### src/rtl/dvp_frame_gen.sv
// dvp_frame_gen: DVP camera-side transmitter. Emits byte-serial RGB565 test
// patterns with OV5640-style vsync/href timing, plus a completed-frame counter.
// Every output is registered from the next-state values, so each output lines
// up exactly with the FSM state it describes.
module dvp_frame_gen #(
   parameter int H_PIXEL  = 1024,
   parameter int V_PIXEL  = 768,
   parameter int H_BLANK  = 64,
   parameter int VS_LINES = 4,
   parameter int V_BACK   = 8,
   parameter int V_FRONT  = 4
) (
   input  logic        clk,
   input  logic        rst_n,
   input  logic        en,
   input  logic [1:0]  pattern_sel,
   output logic        cam_vsync,
   output logic        cam_href,
   output logic [7:0]  cam_data,
   output logic [15:0] frame_cnt,
   output logic        frame_done,
   output logic        busy
);

   localparam int LT    = 2*H_PIXEL + H_BLANK;
   localparam int HW    = $clog2(LT);
   localparam int VW    = $clog2(VS_LINES + V_BACK + V_PIXEL + V_FRONT + 1);
   localparam int BAR_W = H_PIXEL / 8;

   localparam logic [HW-1:0] H_LAST   = HW'(LT - 1);
   localparam logic [HW-1:0] H_ACT    = HW'(2*H_PIXEL);
   localparam logic [VW-1:0] VS_LAST  = VW'(VS_LINES - 1);
   localparam logic [VW-1:0] VB_LAST  = VW'((V_BACK > 0) ? V_BACK - 1 : 0);
   localparam logic [VW-1:0] ACT_LAST = VW'(V_PIXEL - 1);
   localparam logic [VW-1:0] VF_LAST  = VW'((V_FRONT > 0) ? V_FRONT - 1 : 0);

   generate
      if (H_PIXEL < 8 || (H_PIXEL % 8) != 0 || V_PIXEL < 1 || H_BLANK < 1 ||
          VS_LINES < 1 || V_BACK < 0 || V_FRONT < 0) begin : g_param_err
         $error("dvp_frame_gen: illegal timing parameters");
      end
   endgenerate

   typedef enum logic [2:0] {S_IDLE, S_VSYNC, S_VBACK, S_ACTIVE, S_VFRONT} state_t;

   state_t          state, state_n;
   logic [HW-1:0]   hcnt, hcnt_n;     // clock within line
   logic [VW-1:0]   vcnt, vcnt_n;     // line within current state (= y in ACTIVE)
   logic [1:0]      pat, pat_n;       // pattern latched at frame start
   logic [15:0]     fcnt_n;
   logic            line_end, frame_end;
   logic [15:0]     x_n, y_n, pix;
   logic [2:0]      bar;
   logic            href_n, done_n;

   // Next-state: IDLE -> VSYNC -> VBACK -> ACTIVE -> VFRONT, zero-length states skipped
   always_comb begin
      state_n   = state;
      hcnt_n    = hcnt;
      vcnt_n    = vcnt;
      pat_n     = pat;
      fcnt_n    = frame_cnt;
      line_end  = (hcnt == H_LAST);
      frame_end = 1'b0;
      case (state)
         S_IDLE: begin
            if (en) begin
               state_n = S_VSYNC;
               hcnt_n  = '0;
               vcnt_n  = '0;
               pat_n   = pattern_sel;
            end
         end
         default: begin
            hcnt_n = line_end ? '0 : hcnt + HW'(1);
            if (line_end) begin
               vcnt_n = vcnt + VW'(1);
               case (state)
                  S_VSYNC: if (vcnt == VS_LAST) begin
                     vcnt_n  = '0;
                     state_n = (V_BACK > 0) ? S_VBACK : S_ACTIVE;
                  end
                  S_VBACK: if (vcnt == VB_LAST) begin
                     vcnt_n  = '0;
                     state_n = S_ACTIVE;
                  end
                  S_ACTIVE: if (vcnt == ACT_LAST) begin
                     vcnt_n = '0;
                     if (V_FRONT > 0) state_n = S_VFRONT;
                     else             frame_end = 1'b1;
                  end
                  S_VFRONT: if (vcnt == VF_LAST) begin
                     vcnt_n    = '0;
                     frame_end = 1'b1;
                  end
                  default: ;
               endcase
            end
         end
      endcase
      // A finished frame either chains straight into the next VSYNC or parks in IDLE
      if (frame_end) begin
         fcnt_n = frame_cnt + 16'd1;
         if (en) begin
            state_n = S_VSYNC;
            pat_n   = pattern_sel;
         end else begin
            state_n = S_IDLE;
         end
      end
   end

   // Pixel value and strobes for the clock the next state describes
   always_comb begin
      x_n    = 16'(hcnt_n >> 1);
      y_n    = 16'(vcnt_n);
      bar    = 3'(x_n / 16'(BAR_W));
      href_n = (state_n == S_ACTIVE) && (hcnt_n < H_ACT);
      done_n = (hcnt_n == H_LAST) &&
               (((state_n == S_VFRONT) && (vcnt_n == VF_LAST)) ||
                ((V_FRONT == 0) && (state_n == S_ACTIVE) && (vcnt_n == ACT_LAST)));
      case (pat_n)
         2'd0: begin
            case (bar)
               3'd0:    pix = 16'hFFFF;
               3'd1:    pix = 16'hFFE0;
               3'd2:    pix = 16'h07FF;
               3'd3:    pix = 16'h07E0;
               3'd4:    pix = 16'hF81F;
               3'd5:    pix = 16'hF800;
               3'd6:    pix = 16'h001F;
               default: pix = 16'h0000;
            endcase
         end
         2'd1:    pix = x_n;
         2'd2:    pix = {y_n[7:0], x_n[7:0]};
         default: pix = {fcnt_n[7:0], x_n[7:0]};
      endcase
   end

   // State, counters and registered outputs
   always_ff @(posedge clk or negedge rst_n) begin
      if (!rst_n) begin
         state      <= S_IDLE;
         hcnt       <= '0;
         vcnt       <= '0;
         pat        <= '0;
         frame_cnt  <= '0;
         cam_vsync  <= 1'b0;
         cam_href   <= 1'b0;
         cam_data   <= 8'h00;
         frame_done <= 1'b0;
         busy       <= 1'b0;
      end else begin
         state      <= state_n;
         hcnt       <= hcnt_n;
         vcnt       <= vcnt_n;
         pat        <= pat_n;
         frame_cnt  <= fcnt_n;
         cam_vsync  <= (state_n == S_VSYNC);
         cam_href   <= href_n;
         cam_data   <= href_n ? (hcnt_n[0] ? pix[7:0] : pix[15:8]) : 8'h00;
         frame_done <= done_n;
         busy       <= (state_n != S_IDLE);
      end
   end

endmodule

### config.mk
export PLATFORM = sky130hd
export DESIGN_NAME = dvp_frame_gen
export DESIGN_NICKNAME = d
export VERILOG_FILES = /design/src/rtl/dvp_frame_gen.sv
export SDC_FILE = /design/constraint.sdc
export NUM_CORES = 1
export LEC_CHECK = 0
export CORE_UTILIZATION = 57
export CTS_CLUSTER_DIAMETER = 120
export DETAILED_ROUTE_END_ITERATION = 12
export PLACE_DENSITY_LB_ADDON = 0.08
export SLEW_MARGIN = 5
export SYNTH_ARGS = -nofsm -noshare
export SYNTH_HDL_FRONTEND = slang
export SYNTH_SLANG_ARGS = --single-unit
### constraint.sdc
create_clock -name clk -period 3.94 [get_ports clk]
set_clock_uncertainty 0.1 [all_clocks]
set_input_delay 0.394 -clock clk [delete_from_list [all_inputs] [get_ports clk]]
set_output_delay 0.394 -clock clk [all_outputs]
set_load 0.01 [all_outputs]
# Word level (Yosys, flattened, before mapping)
# Cells that the tools add are included.
[totals] ff_bits=55 inputBits=5 output_inout_bits=28 elab_cells=76
[op_classes] n_addsub=3 magnitude_cmp=1 eq_ne=21 mux=32 reduce_logical=8
[op_table] operator="$pmux 16 s7" count=1
[op_table] operator="$mux 10" count=6
[op_table] operator="$pmux 16 s3" count=1
[op_table] operator="$mux 12" count=3
[op_table] operator="$pmux 10 s3" count=1
[op_table] operator="$eq 12x12->1 const B" count=2
[op_table] operator="$mux 8" count=3
[op_table] operator="$mux 3" count=7
[op_table] operator="$eq 10x2->1 const B" count=2
[op_table] operator="$add 16x1->16 const B" count=1
[op_table] operator="$eq 3x2->1 const B" count=5
[op_table] operator="$eq 3x3->1 const B" count=5
[op_table] operator="$add 12x1->12 const B" count=1
[op_table] operator="$lt 12x12->1 const B" count=1
[op_table] operator="$add 10x1->10 const B" count=1
[op_table] operator="$eq 10x10->1 const B" count=1
[op_table] operator="$eq 10x3->1 const B" count=1
[op_table] operator="$eq 3x1->1 const B" count=3
[op_table] operator="$pmux 3 s3" count=1
[op_table] operator="$mux 2" count=4
[op_table] operator="$logic_not 3->1" count=2
[op_table] operator="$mux 1" count=5
[op_table] operator="$logic_and 1x1->1" count=3
[op_table] operator="$reduce_bool 3->1" count=1
[op_table] operator="4 further kinds" count=4

# Logic depth before layout (Yosys ltp)
[depth] depth_word=10 depth_mapped=12 ltp_nobuf=9

# Least setup slack after synthesis
# OpenSTA, ideal clock, no wires.
[synth_timing] kind="register to register" startpoint="reg vcnt[0]" endpoint="reg cam_data[7]" setup_ns=0.082 arrival_time_ns=2.827 required_time_ns=3.758 path_slack_ns=0.931 path_stages_with_launch=11 path_buffers=1 synth_period_minus_slack_ns=3.009 path_cell_list="dfrtp_1 > ha_1 > or4b_1 > nor3_4 > a31oi_2 > nand2_1 > a21oi_1 > or4_4 > buf_6 > or3_1 > o22ai_1"
[synth_via] elab_chain_cells=10 word_cells_on_any_way=31 cone_classes="1 x add/sub; 6 x eq/ne; 22 x mux; 2 x reduce/logical"
[synth_lines] item="start: declaration" line_no="48" source="logic [VW-1:0] vcnt, vcnt_n;"
[synth_lines] item="start signal: assignment" line_no="157" source="vcnt <= vcnt_n;"
[synth_lines] item="parallel branches: the longest is 9 deep, another holds $add 10x1->10"
[synth_lines] item="$mux 8 *" line_no="162" source="cam_data <= href_n ? (hcnt_n[0] ? pix[7:0] : pix[15:8]) : 8'h00;"
[synth_lines] item="end signal: assignment" line_no="162"
[synth_lines] item="end: declaration" line_no="19" source="output logic [7:0] cam_data,"
# Mark *: on every way between the ends.
# A chain may end at the register's enable or synchronous reset.

# Final worst setup path
[layout_timing] startpoint="reg hcnt[6]" endpoint="reg cam_data[4]"
[layout_via] elab_chain_cells=8 word_cells_on_any_way=31 cone_classes="1 x add/sub; 1 x order compare; 10 x eq/ne; 16 x mux; 3 x reduce/logical"
[layout_lines] item="start: declaration" line_no="47" source="logic [HW-1:0] hcnt, hcnt_n;"
[layout_lines] item="start signal: assignment" line_no="156" source="hcnt <= hcnt_n;"
[layout_lines] item="$add 12x1->12 or $eq 12x12->1 (tied branches)" line_no="75, 63"
[layout_lines] item="$mux 12 or $mux 1 (tied branches)" line_no="75, 76"
[layout_lines] item="$mux 12 or $mux 1 (tied branches)" line_no="65" source="case (state)"
[layout_lines] item="$eq 3x3->1 (tied with other cells)" line_no="124" source="case (bar)"
[layout_lines] item="$pmux 16 s7 (tied with other cells)" line_no="124"
[layout_lines] item="$pmux 16 s3" line_no="122" source="case (pat_n)"
[layout_lines] item="$mux 8" line_no="162"
[layout_lines] item="$mux 8 *" line_no="162"
# Every way passes the cells marked *; elsewhere a longest branch is shown, timed or not.

==> results.sh <==
export IMPL_dp_hpwl_microns=5700
export IMPL_drv_slew=0
export IMPL_cap_violations=0
export IMPL_startpoint_type="flop"
export IMPL_cts_resized=0
export IMPL_htreeDepth=2
export IMPL_layout_drive_gt1_share_pct=8.29
export IMPL_wl_met2_microns=3580
export IMPL_worst_pin_slew_ns=0.855
export IMPL_netlist_area_sq_um=3130
export IMPL_ant_nets=0
export IMPL_arrival_ns=3.64
export IMPL_ys_ff_latch=55
export IMPL_io_pin_count=33
export IMPL_die_w_microns=76.1
export IMPL_power_w=0.000895
export IMPL_area_growth_pct=14.4
export IMPL_max_stage_delay_ns=0.59
export IMPL_r2r_cells=8
export IMPL_drt_iter0_markers=143
export IMPL_hp_class="in -> async"
export IMPL_tritoncts="done"
export IMPL_wl_per_cell_microns=17.6
export IMPL_grt_pass1_wl_microns=12700
export IMPL_period_needed_ns=3.56
export IMPL_drt_pre_antenna_iters=6
export IMPL_via_per_inst=6.34
export IMPL_cts_buffers=5
export IMPL_antenna_found_initial=0
export IMPL_syn_nets=341
export IMPL_top_layer="met4"
export IMPL_postSynth_asyncResetShare_pct=100
export IMPL_critPathKind="reg -> reg"
export IMPL_ir_drop_mv=0.202
export IMPL_yosysUniqueCellTypes=60
export IMPL_grt_max_degree=39
export IMPL_worstSkewPairLatency_ns=0.31
export IMPL_wl_met3_microns=505
export IMPL_core_area_sq_um=5200
export IMPL_ys_warn_count=0
export IMPL_synth_edff_count=0
export IMPL_vias=2738
export IMPL_reg2reg_slack_ns=0.38
export IMPL_syn_avg_cell_area_sq_um=9.39
export IMPL_crit_required_ns=4.02
export IMPL_relSlewSlack_pct=43.0
export IMPL_final_cell_mix="dfrtp_1, nand2_1, clkdlybuf4s50_1, a21oi_1, nor2_1"
export IMPL_layout_nets=369
export IMPL_worstReg2RegEnd="cam_data[4]"
export IMPL_synth_ff_type="dfrtp_1"
export IMPL_final_period_utilization_pct=90.5
export IMPL_power_density_nw_per_um2=250
export IMPL_clkSlewWorstSetupHoldPaths_ns=0.10
export IMPL_route_detailed_drc=0
export IMPL_cp_num_buf_inv=0
export IMPL_num_rows=26
export IMPL_num_fill_cells=417
export IMPL_holdBufCountCts=0
export IMPL_grt_pass1_vias=2577
export IMPL_die_height_microns=76.1
export IMPL_crit_family="simple AND/OR/NAND/NOR gates"
export IMPL_cts_root_buf="clkbuf_8"
export IMPL_critPathCaptureType="flop"
export IMPL_status="completed"
export IMPL_grt_overflow_total=0
export IMPL_synth_seq_area_share_pct=44.0
export IMPL_drt_met1_wl_microns=3360
export IMPL_r2r_start="hcnt[6]"
export IMPL_post_cts_buffers=0
export IMPL_leakagePower_nw=1.46
export IMPL_dieArea_sq_um=5790
export IMPL_critPathMaxFanout=15
export IMPL_grt_usage_pct=27.6
export IMPL_finalHoldViolCount=0
export IMPL_finalWeightedCongestion=0.928
export IMPL_io_buffers=32
export IMPL_slowest_stage="or4_4"
export IMPL_cts_buffer_depth=2
export IMPL_diodes=0
export IMPL_layout_commonest_cell="dfrtp_1"
export IMPL_max_freq_mhz=281
export IMPL_setup_viol=0
export IMPL_finalSetupTns_ns=0
export IMPL_rsz0062_at_grt="false"
export IMPL_initial_core_util_pct=60.1
export IMPL_netlist_instances=333
export IMPL_path_cells="or4_4 -> nor4_4 -> a31oi_2 -> mux2_2 -> nand2_1 -> nand3b_1 -> a21oi_1 -> a2111oi_0"
export IMPL_clkSinkCount=55
export IMPL_wl_microns=7600
[layout make-up]
cell class | count | area, sq um | area share (%)
clock buffers | 6 | 72.6 | 2.03
clock inverters | 2 | 17.5 | 0.490
inverters | 13 | 48.8 | 1.36
multi-input cells | 250 | 1630 | 45.6
flip-flops and latches | 55 | 1380 | 38.5
well taps | 70 | 87.6 | 2.45
repair buffers | 36 | 345 | 9.65
[flip-flops by register name, indices dropped and copies added (netlist names), 2 cells and up]
name and count:
state 3, pat 2, cam_data 8, vcnt 10, hcnt 12, frame_cnt 16
[cell families after synthesis]
group           after synthesis  synth area share, %
mux                           9                 3.12
flops                        55                 44.0
simple gates                144                 26.6
fa+ha+maj                     3                 1.20
compound gates               78                 16.5
xor+xnor                     16                 4.48
buf+inv                      28                 4.04
[synth_stat cells, types with 4 or more instances]
library cell	count	area (sq um)
o21ai_0	13	65.1
nand2b_1	4	25.0
or3_1	8	50.1
a211oi_1	4	30.0
dfrtp_1	55	1380
inv_1	13	48.8
mux2_2	6	67.6
nand4_1	11	68.8
xnor2_1	11	96.3
a21oi_1	22	110
a31oi_1	8	50.1
nor2_1	18	67.6
nor4_1	7	43.8
clkbuf_1	10	37.5
and3_1	8	50.1
a2111oi_0	4	35.0
nand3_1	12	60.1
xor2_1	5	43.8
nand2_1	31	116
nor3_1	15	75.1
[how the worst max path moves through the flow]
stage | start | to | slack, ns | depth (start not counted)
finish | hcnt[6] | cam_data[4] | 0.38 | 8
global placement | hcnt[6] | cam_data[4] | 0.50 | 8
CTS | hcnt[6] | cam_data[4] | 0.38 | 8
detailed placement | hcnt[6] | cam_data[7] | 0.45 | 8
floorplan | vcnt[0] | cam_data[7] | 0.93 | 10
global route | hcnt[6] | cam_data[6] | 0.13 | 8
[routing by layer]
layer / GRT usage [%] / vias to the layer above
met3: 3.95 / 16
met4: 8.65 / 0
met5: 0 / -
met1: 38.3 / 1316
li1: - / 1298
met2: 44.9 / 108
[stage by stage]
stage               cell area (sq um)  instances  util [%]  setup WS, ns  hold WS [ns]
floorplan                        3130        333         -         0.931      -0.00159
global placement                 3490        424      67.0         0.496         0.361
detailed placement               3490        424      67.0         0.448         0.383
CTS                              3580        432      68.8         0.378         0.118
global route                     3580        432      68.8         0.132         0.157
finish                           3580        432      68.8         0.376        0.0890
[worst register-to-register path: cells and delay by family, from the launching register on]
family / cells / cell delay (ns)
DFF: 1 / 0.46
muxes: 1 / 0.48
and+or+nand+nor: 4 / 1.59
AOI/OAI and AO/OA: 3 / 0.83
[power breakdown]
group / switching (W) / internal [W] / leakage (nW)
combinational: 0.0000126 / 0.00000398 / 0.731
clock: 0.000186 / 0.000128 / 0.0454
sequential: 0 / 0.000564 / 0.686
Note: power is estimated with default switching activity, not from simulation.
